<file path="config.mk">
export PLATFORM = sky130hd
export DESIGN_NAME = countdown_timer
export DESIGN_NICKNAME = d
export VERILOG_FILES = /design/src/rtl/countdown_timer.sv
export SDC_FILE = /design/constraint.sdc
export NUM_CORES = 1
export LEC_CHECK = 0
export CAP_MARGIN = 20
export CORE_AREA = 4 4 90 92
export CTS_CLUSTER_DIAMETER = 40
export DETAILED_ROUTE_END_ITERATION = 8
export DIE_AREA = 0 0 94 96
export GPL_TIMING_DRIVEN = 0
export HOLD_SLACK_MARGIN = 0.12
export MAX_ROUTING_LAYER = met4
export SETUP_SLACK_MARGIN = 0.05
export SLEW_MARGIN = 5
export SYNTH_ARGS = -nofsm -noshare
export SYNTH_HDL_FRONTEND = slang
export SYNTH_SLANG_ARGS = --single-unit
</file>
<file path="constraint.sdc">
create_clock -name clock -period 1.92 [get_ports clock]
set_input_delay 0.288 -clock clock [delete_from_list [all_inputs] [get_ports clock]]
set_output_delay 0.288 -clock clock [all_outputs]
set_load 0.05 [all_outputs]
</file>
<file path="src/rtl/countdown_timer.sv">
// Seconds-resolution countdown timer: a prescaler turns the clock into one-cycle
// second markers, and a loadable seconds counter counts down to an expiry event.
module countdown_timer #(
    parameter int TICKS_PER_SECOND = 2000000,
    parameter int SECONDS_WIDTH    = 8
) (
    input  logic                     clock,
    input  logic                     reset,
    input  logic                     isEnabled,
    input  logic                     load,
    input  logic [SECONDS_WIDTH-1:0] loadValue,
    input  logic                     autoReload,
    output logic                     secondMarker,
    output logic [SECONDS_WIDTH-1:0] secondsRemaining,
    output logic                     expired,
    output logic                     running,
    output logic [1:0]               debugState
);
    localparam int COUNT_WIDTH = $clog2(TICKS_PER_SECOND);
    localparam logic [COUNT_WIDTH-1:0] LAST_TICK = COUNT_WIDTH'(TICKS_PER_SECOND - 1);

    typedef enum logic [1:0] {
        IDLE   = 2'd0,
        RUN    = 2'd1,
        PAUSED = 2'd2,
        DONE   = 2'd3
    } state_t;

    state_t                   state_q, state_d;
    logic [COUNT_WIDTH-1:0]   prescaler_q, prescaler_d;
    logic [SECONDS_WIDTH-1:0] reload_value_q, reload_value_d;
    logic [SECONDS_WIDTH-1:0] seconds_q, seconds_d;
    logic                     marker_q, marker_d;
    logic                     expired_q, expired_d;
    logic                     running_q, running_d;

    always_comb begin
        state_d        = state_q;
        prescaler_d    = prescaler_q;
        reload_value_d = reload_value_q;
        seconds_d      = seconds_q;
        marker_d       = 1'b0;
        // Expiry stays visible only while parked in DONE; auto-reload expiry is a pulse.
        expired_d      = (state_q == DONE) && expired_q;

        if (load) begin
            seconds_d      = loadValue;
            reload_value_d = loadValue;
            prescaler_d    = '0;
            expired_d      = 1'b0;
            state_d        = IDLE;
        end else begin
            case (state_q)
                IDLE: begin
                    if (isEnabled && (seconds_q != '0)) state_d = RUN;
                end
                RUN: begin
                    if (!isEnabled) begin
                        state_d = PAUSED;
                    end else if (prescaler_q == LAST_TICK) begin
                        prescaler_d = '0;
                        marker_d    = 1'b1;
                        if (seconds_q == SECONDS_WIDTH'(1)) begin
                            expired_d = 1'b1;
                            if (autoReload) begin
                                seconds_d = reload_value_q;
                            end else begin
                                seconds_d = '0;
                                state_d   = DONE;
                            end
                        end else begin
                            seconds_d = seconds_q - 1'b1;
                        end
                    end else begin
                        prescaler_d = prescaler_q + 1'b1;
                    end
                end
                PAUSED: begin
                    // Resume edge does not advance the prescaler, matching IDLE -> RUN.
                    if (isEnabled) state_d = RUN;
                end
                DONE: begin
                end
                default: state_d = IDLE;
            endcase
        end

        running_d = (state_d == RUN);
    end

    always_ff @(posedge clock) begin
        if (reset) begin
            state_q        <= IDLE;
            prescaler_q    <= '0;
            reload_value_q <= '0;
            seconds_q      <= '0;
            marker_q       <= 1'b0;
            expired_q      <= 1'b0;
            running_q      <= 1'b0;
        end else begin
            state_q        <= state_d;
            prescaler_q    <= prescaler_d;
            reload_value_q <= reload_value_d;
            seconds_q      <= seconds_d;
            marker_q       <= marker_d;
            expired_q      <= expired_d;
            running_q      <= running_d;
        end
    end

    assign secondMarker     = marker_q;
    assign secondsRemaining = seconds_q;
    assign expired          = expired_q;
    assign running          = running_q;
    assign debugState       = state_q;
endmodule
</file>
---- After elaboration in Yosys (flattened, before gate mapping) ----
Cells that the tools add are included.
Widths: inputs -> output; s select.
cells by class
  reductions and logical operators ........ 11
  equality and inequality tests ........... 6
  order comparisons ....................... 0
  multiply operators ...................... 0
  $add $sub $neg .......................... 2
  muxes and demuxes ....................... 20
  shift operators ......................... 0
  divide/modulo/power cells ............... 0
  bitwise logic cells ..................... 2
operator list
  cell                   number
  $mux 8                 6
  $add 21x1->21 const B  1
  $eq 21x21->1 const B   1
  $mux 21                1
  $mux 2                 7
  $eq 8x1->1 const B     1
  $reduce_bool 8->1      1
  $sub 8x1->8 const B    1
  $pmux 2 s3             1
  $reduce_bool 2->1      3
  $mux 1                 5
  $eq 2x1->1 const B     2
  $eq 2x2->1 const B     2
  $reduce_or 4->1        1
  $reduce_and 3->1       1
  $logic_and 1x1->1      2
  $logic_not 2->1        1
  $not 1->1              2
  $reduce_and 2->1       1
  $reduce_or 2->1        1
word-level totals
  latch bits .............................. 0
  word-level logic and storage cells ...... 48
  flip-flop bits (word level) ............. 42
  memories ................................ 0
  bits in writable memories ............... 0
  memory bits (read-only) ................. 0
  bits of input ports ..................... 13
  output and inout bits ................... 13

---- Longest topological paths before layout ----
  depth in word-level cells ............... 7
  depth in mapped cells ................... 9
  depth with buffers taken out ............ 7

---- Worst setup path after synthesis ----
No wires, ideal clock.
  path type ............................... reg2reg
  start ................................... register state_q[0], in the netlist debugState[0]
  end ..................................... register seconds_q[0], in the netlist secondsRemaining[0]
  setup slack ............................. -0.199 ns
  setup time .............................. 0.136 ns
  data required time ...................... 1.784 ns
  period minus slack after synthesis ...... 2.119 ns
  arrival ................................. 1.983 ns
  cell stages (with the launch flop) ...... 8
  path buffers ............................ 2
  path through ............................ dfxtp_1 > and3b_1 > buf_2 > nand2_1 > or3_1 > buf_6 > a311oi_1 > o32ai_1
between the ends
  cells in the longest elaborated chain, start to end .. 3
RTL lines
  item                         line  source
  start: declaration           29    state_t state_q, state_d;
  start signal: assignment     101   state_q <= state_d;
  $eq 2x1->1                   53    case (state_q)
  $reduce_bool 2->1 (no line)  -
  $reduce_and 3->1 (no line)   -
  end signal: assignment       104   seconds_q <= seconds_d;
  end: declaration             32    logic [SECONDS_WIDTH-1:0] seconds_q, seconds_d;
Every way passes these cells.
A chain may end at the register's enable or synchronous reset.

---- Final worst setup path ----
  start ................................... register prescaler_q[8]
  end ..................................... register prescaler_q[15]
between the ends
  cells in the longest elaborated chain, start to end .. 2
  elaborated cells between the ends (all ways) .. 3
  those cells by class .................... add/sub: 1; eq/ne: 1; mux: 1
RTL lines
  item                                                  line    source
  start: declaration                                    30      logic [COUNT_WIDTH-1:0] prescaler_q, prescaler_d;
  start signal: assignment                              102     prescaler_q <= prescaler_d;
  $add 21x1->21 / $eq 21x21->1 (equally long branches)  75, 60
  $mux 21 *                                             60      end else if (prescaler_q == LAST_TICK) begin
Mark *: on every way between the ends. The rest lies on a longest branch, timed or not.

==> flow_summary.yaml <==
logic_synthesis:
  synth-compound-area-share_pct: 11.0
  synth_commonest_cells: "nor2_1 (48), dfxtp_1 (42), nand2_1 (19), xnor2_1 (16), nor3_1 (11)"
  synth_area_leaders: "dfxtp_1 (39%), nor2_1 (8.4%), xnor2_1 (6.5%), mux2i_1 (3.7%), nand2_1 (3.3%)"
  synth_edf_count: 0
  synth_seq_cells: 42
  avgSynthCellArea_um2: 8.56
  synth-adder-area-share_pct: 2.33
  synth_top_area_share_pct: 39.1
  seq_area_frac_synth_pct: 39.1
  synthMuxAreaShare_pct: 4.25
  synthFlopType: "dfxtp_1"
  yosys_warnings: 0
  synth_area_leader_cell: "dfxtp_1"
  async_reset_ff_share_pct: 0
  syn_inst: 251
  synthSimpleGateAreaFrac_pct: 30.3
  netlist-cell-type-count: 49
  syn_area_um2: 2150
  synth_top_family_by_area: "simple AND/OR/NAND/NOR gates"
  syn_nets: 268
  synth_xor_area_share_pct: 8.15
  synth.most_common_cell: "nor2_1"
sta:
  finClkSkew_ns: 0.00927
  hold_violations: 0
  fin_ws_ns: 0.0509
  drv_slew: 0
  tightestPinTransition_ns: 0.549
  post-route-min-period_ns: 1.87
  max_clock_freq_mhz: 535
  finalSetupViolations: 0
  relSlewSlack_pct: 63.4
  rsz0062_at_grt: "yes"
  min_period_over_period_pct: 97.4
  setup_tns_ns: 0
layout:
  nets: 318
  final_area_um2: 3050
  fill_cells: 723
  multi_input_area_um2: 1370
  register_area_um2: 882
  area_delta_synth_final_pct: 41.8
  fin_cells: 401
  diodes: 0
  final_layout_size_suffix_gt1_share_pct: 29.8
die:
  die_height_um: 96
  coreArea_um2: 7210
  ioPinCount: 26
  initial_utilization_pct: 29.8
  die_w_um: 94
  rows: 31
  fp.dieArea_um2: 9020
clocking:
  numCtsBuffers: 5
  root_buffer: "clkbuf_8"
  clock_latency_ns: 0.30
  path_clk_slew_ns: 0.08
  cts_max_level: 2
  cts_tree: "yes"
  cts.sinks: 42
  clockBufferDepth: 2
  cts_hold_buf: 0
worst_setup_path:
  worstSetupStartpointType: "register"
  worst-endpoint-arrival_ns: 2.07
  criticalPathCategory: "reg -> reg"
  worst_ep_required_time_ns: 2.12
  reg2regPathDepth: 7
  crit_path_end_kind: "register"
  crit_fanout: 6
global_route:
  grt_pass1_vias: 1884
  track_usage_pct: 12.7
  grt_pass1_wl_um: 8830
  grt_antenna_before_repair: 0
  grt_max_degree: 13
  grt_overflow: 0
outcome:
  outcome: "completed"
drt:
  drc: 0
  ant_nets: 0
  wl_per_cell_um: 13.9
  first_iter_violations: 62
  avgViaCountPerCell: 4.98
  vias: 1997
  detail_route.first_pass.iterations: 5
  routed_wl_um: 5570
placement:
  gp_congestion: 0.857
  dpl.cell_count: 374
  portBuffers: 24
  placed_cell_area_um2: 2530
  pre_cts_slack_ns: -0.438
  hpwl_um: 3680
flow_run:
  max_cap_viol_count: 0
worst_hold_path:
  hold_path.class: "in -> reg"
  worstHoldPathCells: 3
power:
  irDropWorstVdd_mv: 0.353
  p_per_area_nw_per_um2: 634
  leakagePower_nw: 1.11
  power_w: 0.00193
==> sequential cells by signal (all words and copies together) (netlist names) <==
signal / count
expired: 1
reload_value_q: 8
secondsRemaining: 8
debugState: 2
prescaler_q: 21
secondMarker: 1
running: 1
==> where the power goes <==
part | leakage [nW] | total, W | switching, W | internal [W]
registers | 0.354 | 0.000920 | 0.0000295 | 0.000891
clock network | 0.0575 | 0.000674 | 0.000311 | 0.000363
logic | 0.696 | 0.000337 | 0.000189 | 0.000148
==> final timing paths <==
check | start | to | slack (ns)
setup / recovery | prescaler_q[8] | prescaler_q[15] | 0.05
hold / removal | isEnabled | debugState[0] | 0.45
setup reg to reg | prescaler_q[8] | prescaler_q[15] | 0.05
hold reg to reg | reload_value_q[0] | reload_value_q[0] | 0.48
==> cell families after synthesis <==
group | Yosys count
AO/OA/AOI/OAI | 30
multiplexers | 9
buffers and inverters | 21
XOR/XNOR | 20
adder cells (fa/ha/maj) | 4
AND/OR/NAND/NOR | 125
flip-flops | 42
==> layout make-up <==
type                       count  area share [%]
buffer                        12            2.75
tap                           99            4.07
multi-input combinational    188            45.0
sequential                    42            29.0
timing repair buffer          43            14.5
inverter                       9            1.11
clock buffer                   8            3.61
==> worst max-delay path, stage by stage (launching register included) <==
cell and delay (ns):
dfxtp_4 0.35, or4_4 0.54, or3_4 0.36, buf_6 0.15
nand2b_4 0.07, buf_8 0.13, buf_8 0.14, nor2_1 0.05
==> layer usage <==
layer	routed length (um)	vias up	GRT usage [%]
met1	2490	956	16.0
li1	-	984	-
met5	0	-	-
met4	118	0	5.17
met2	2750	41	20.0
met3	217	16	2.35
==> through the flow <==
stage / utilization (%) / hold slack (ns)
floorplan: - / 0.435
global placement: 35.0 / 0.458
detailed placement: 35.0 / 0.460
CTS: 38.4 / 0.453
global route: 42.2 / 0.496
finish: 42.2 / 0.451
==> what timing repair did <==
action                                  in CTS  in global routing
setup buffers                                8                  9
endpoints found under the setup margin      35                 31
pin swaps                                    7                 21
endpoints found under the hold margin        0                  0
cloned                                       1                  1
gates resized for setup                     21                 46
==> cells in the final DEF (no fill, tap or decap), types with 3 or more instances in the layout <==
cell	n
clkbuf_8	8
a21oi_1	7
buf_6	4
dfxtp_2	15
nor3_1	10
dfxtp_1	21
inv_1	9
nand2b_1	5
nand4_1	4
a311oi_2	3
nor2_2	7
clkdlybuf4s50_1	19
mux2i_1	8
dlymetal6s2s_1	4
xor2_1	4
dfxtp_4	6
o32ai_1	5
nand3_1	8
buf_4	13
nor2_1	38
and4_1	4
nor2_4	3
nor4_1	3
xnor2_1	16
ha_1	3
nand2_1	18
nor3_4	3
clkbuf_1	5
Note: power is estimated with default switching activity, not from simulation.
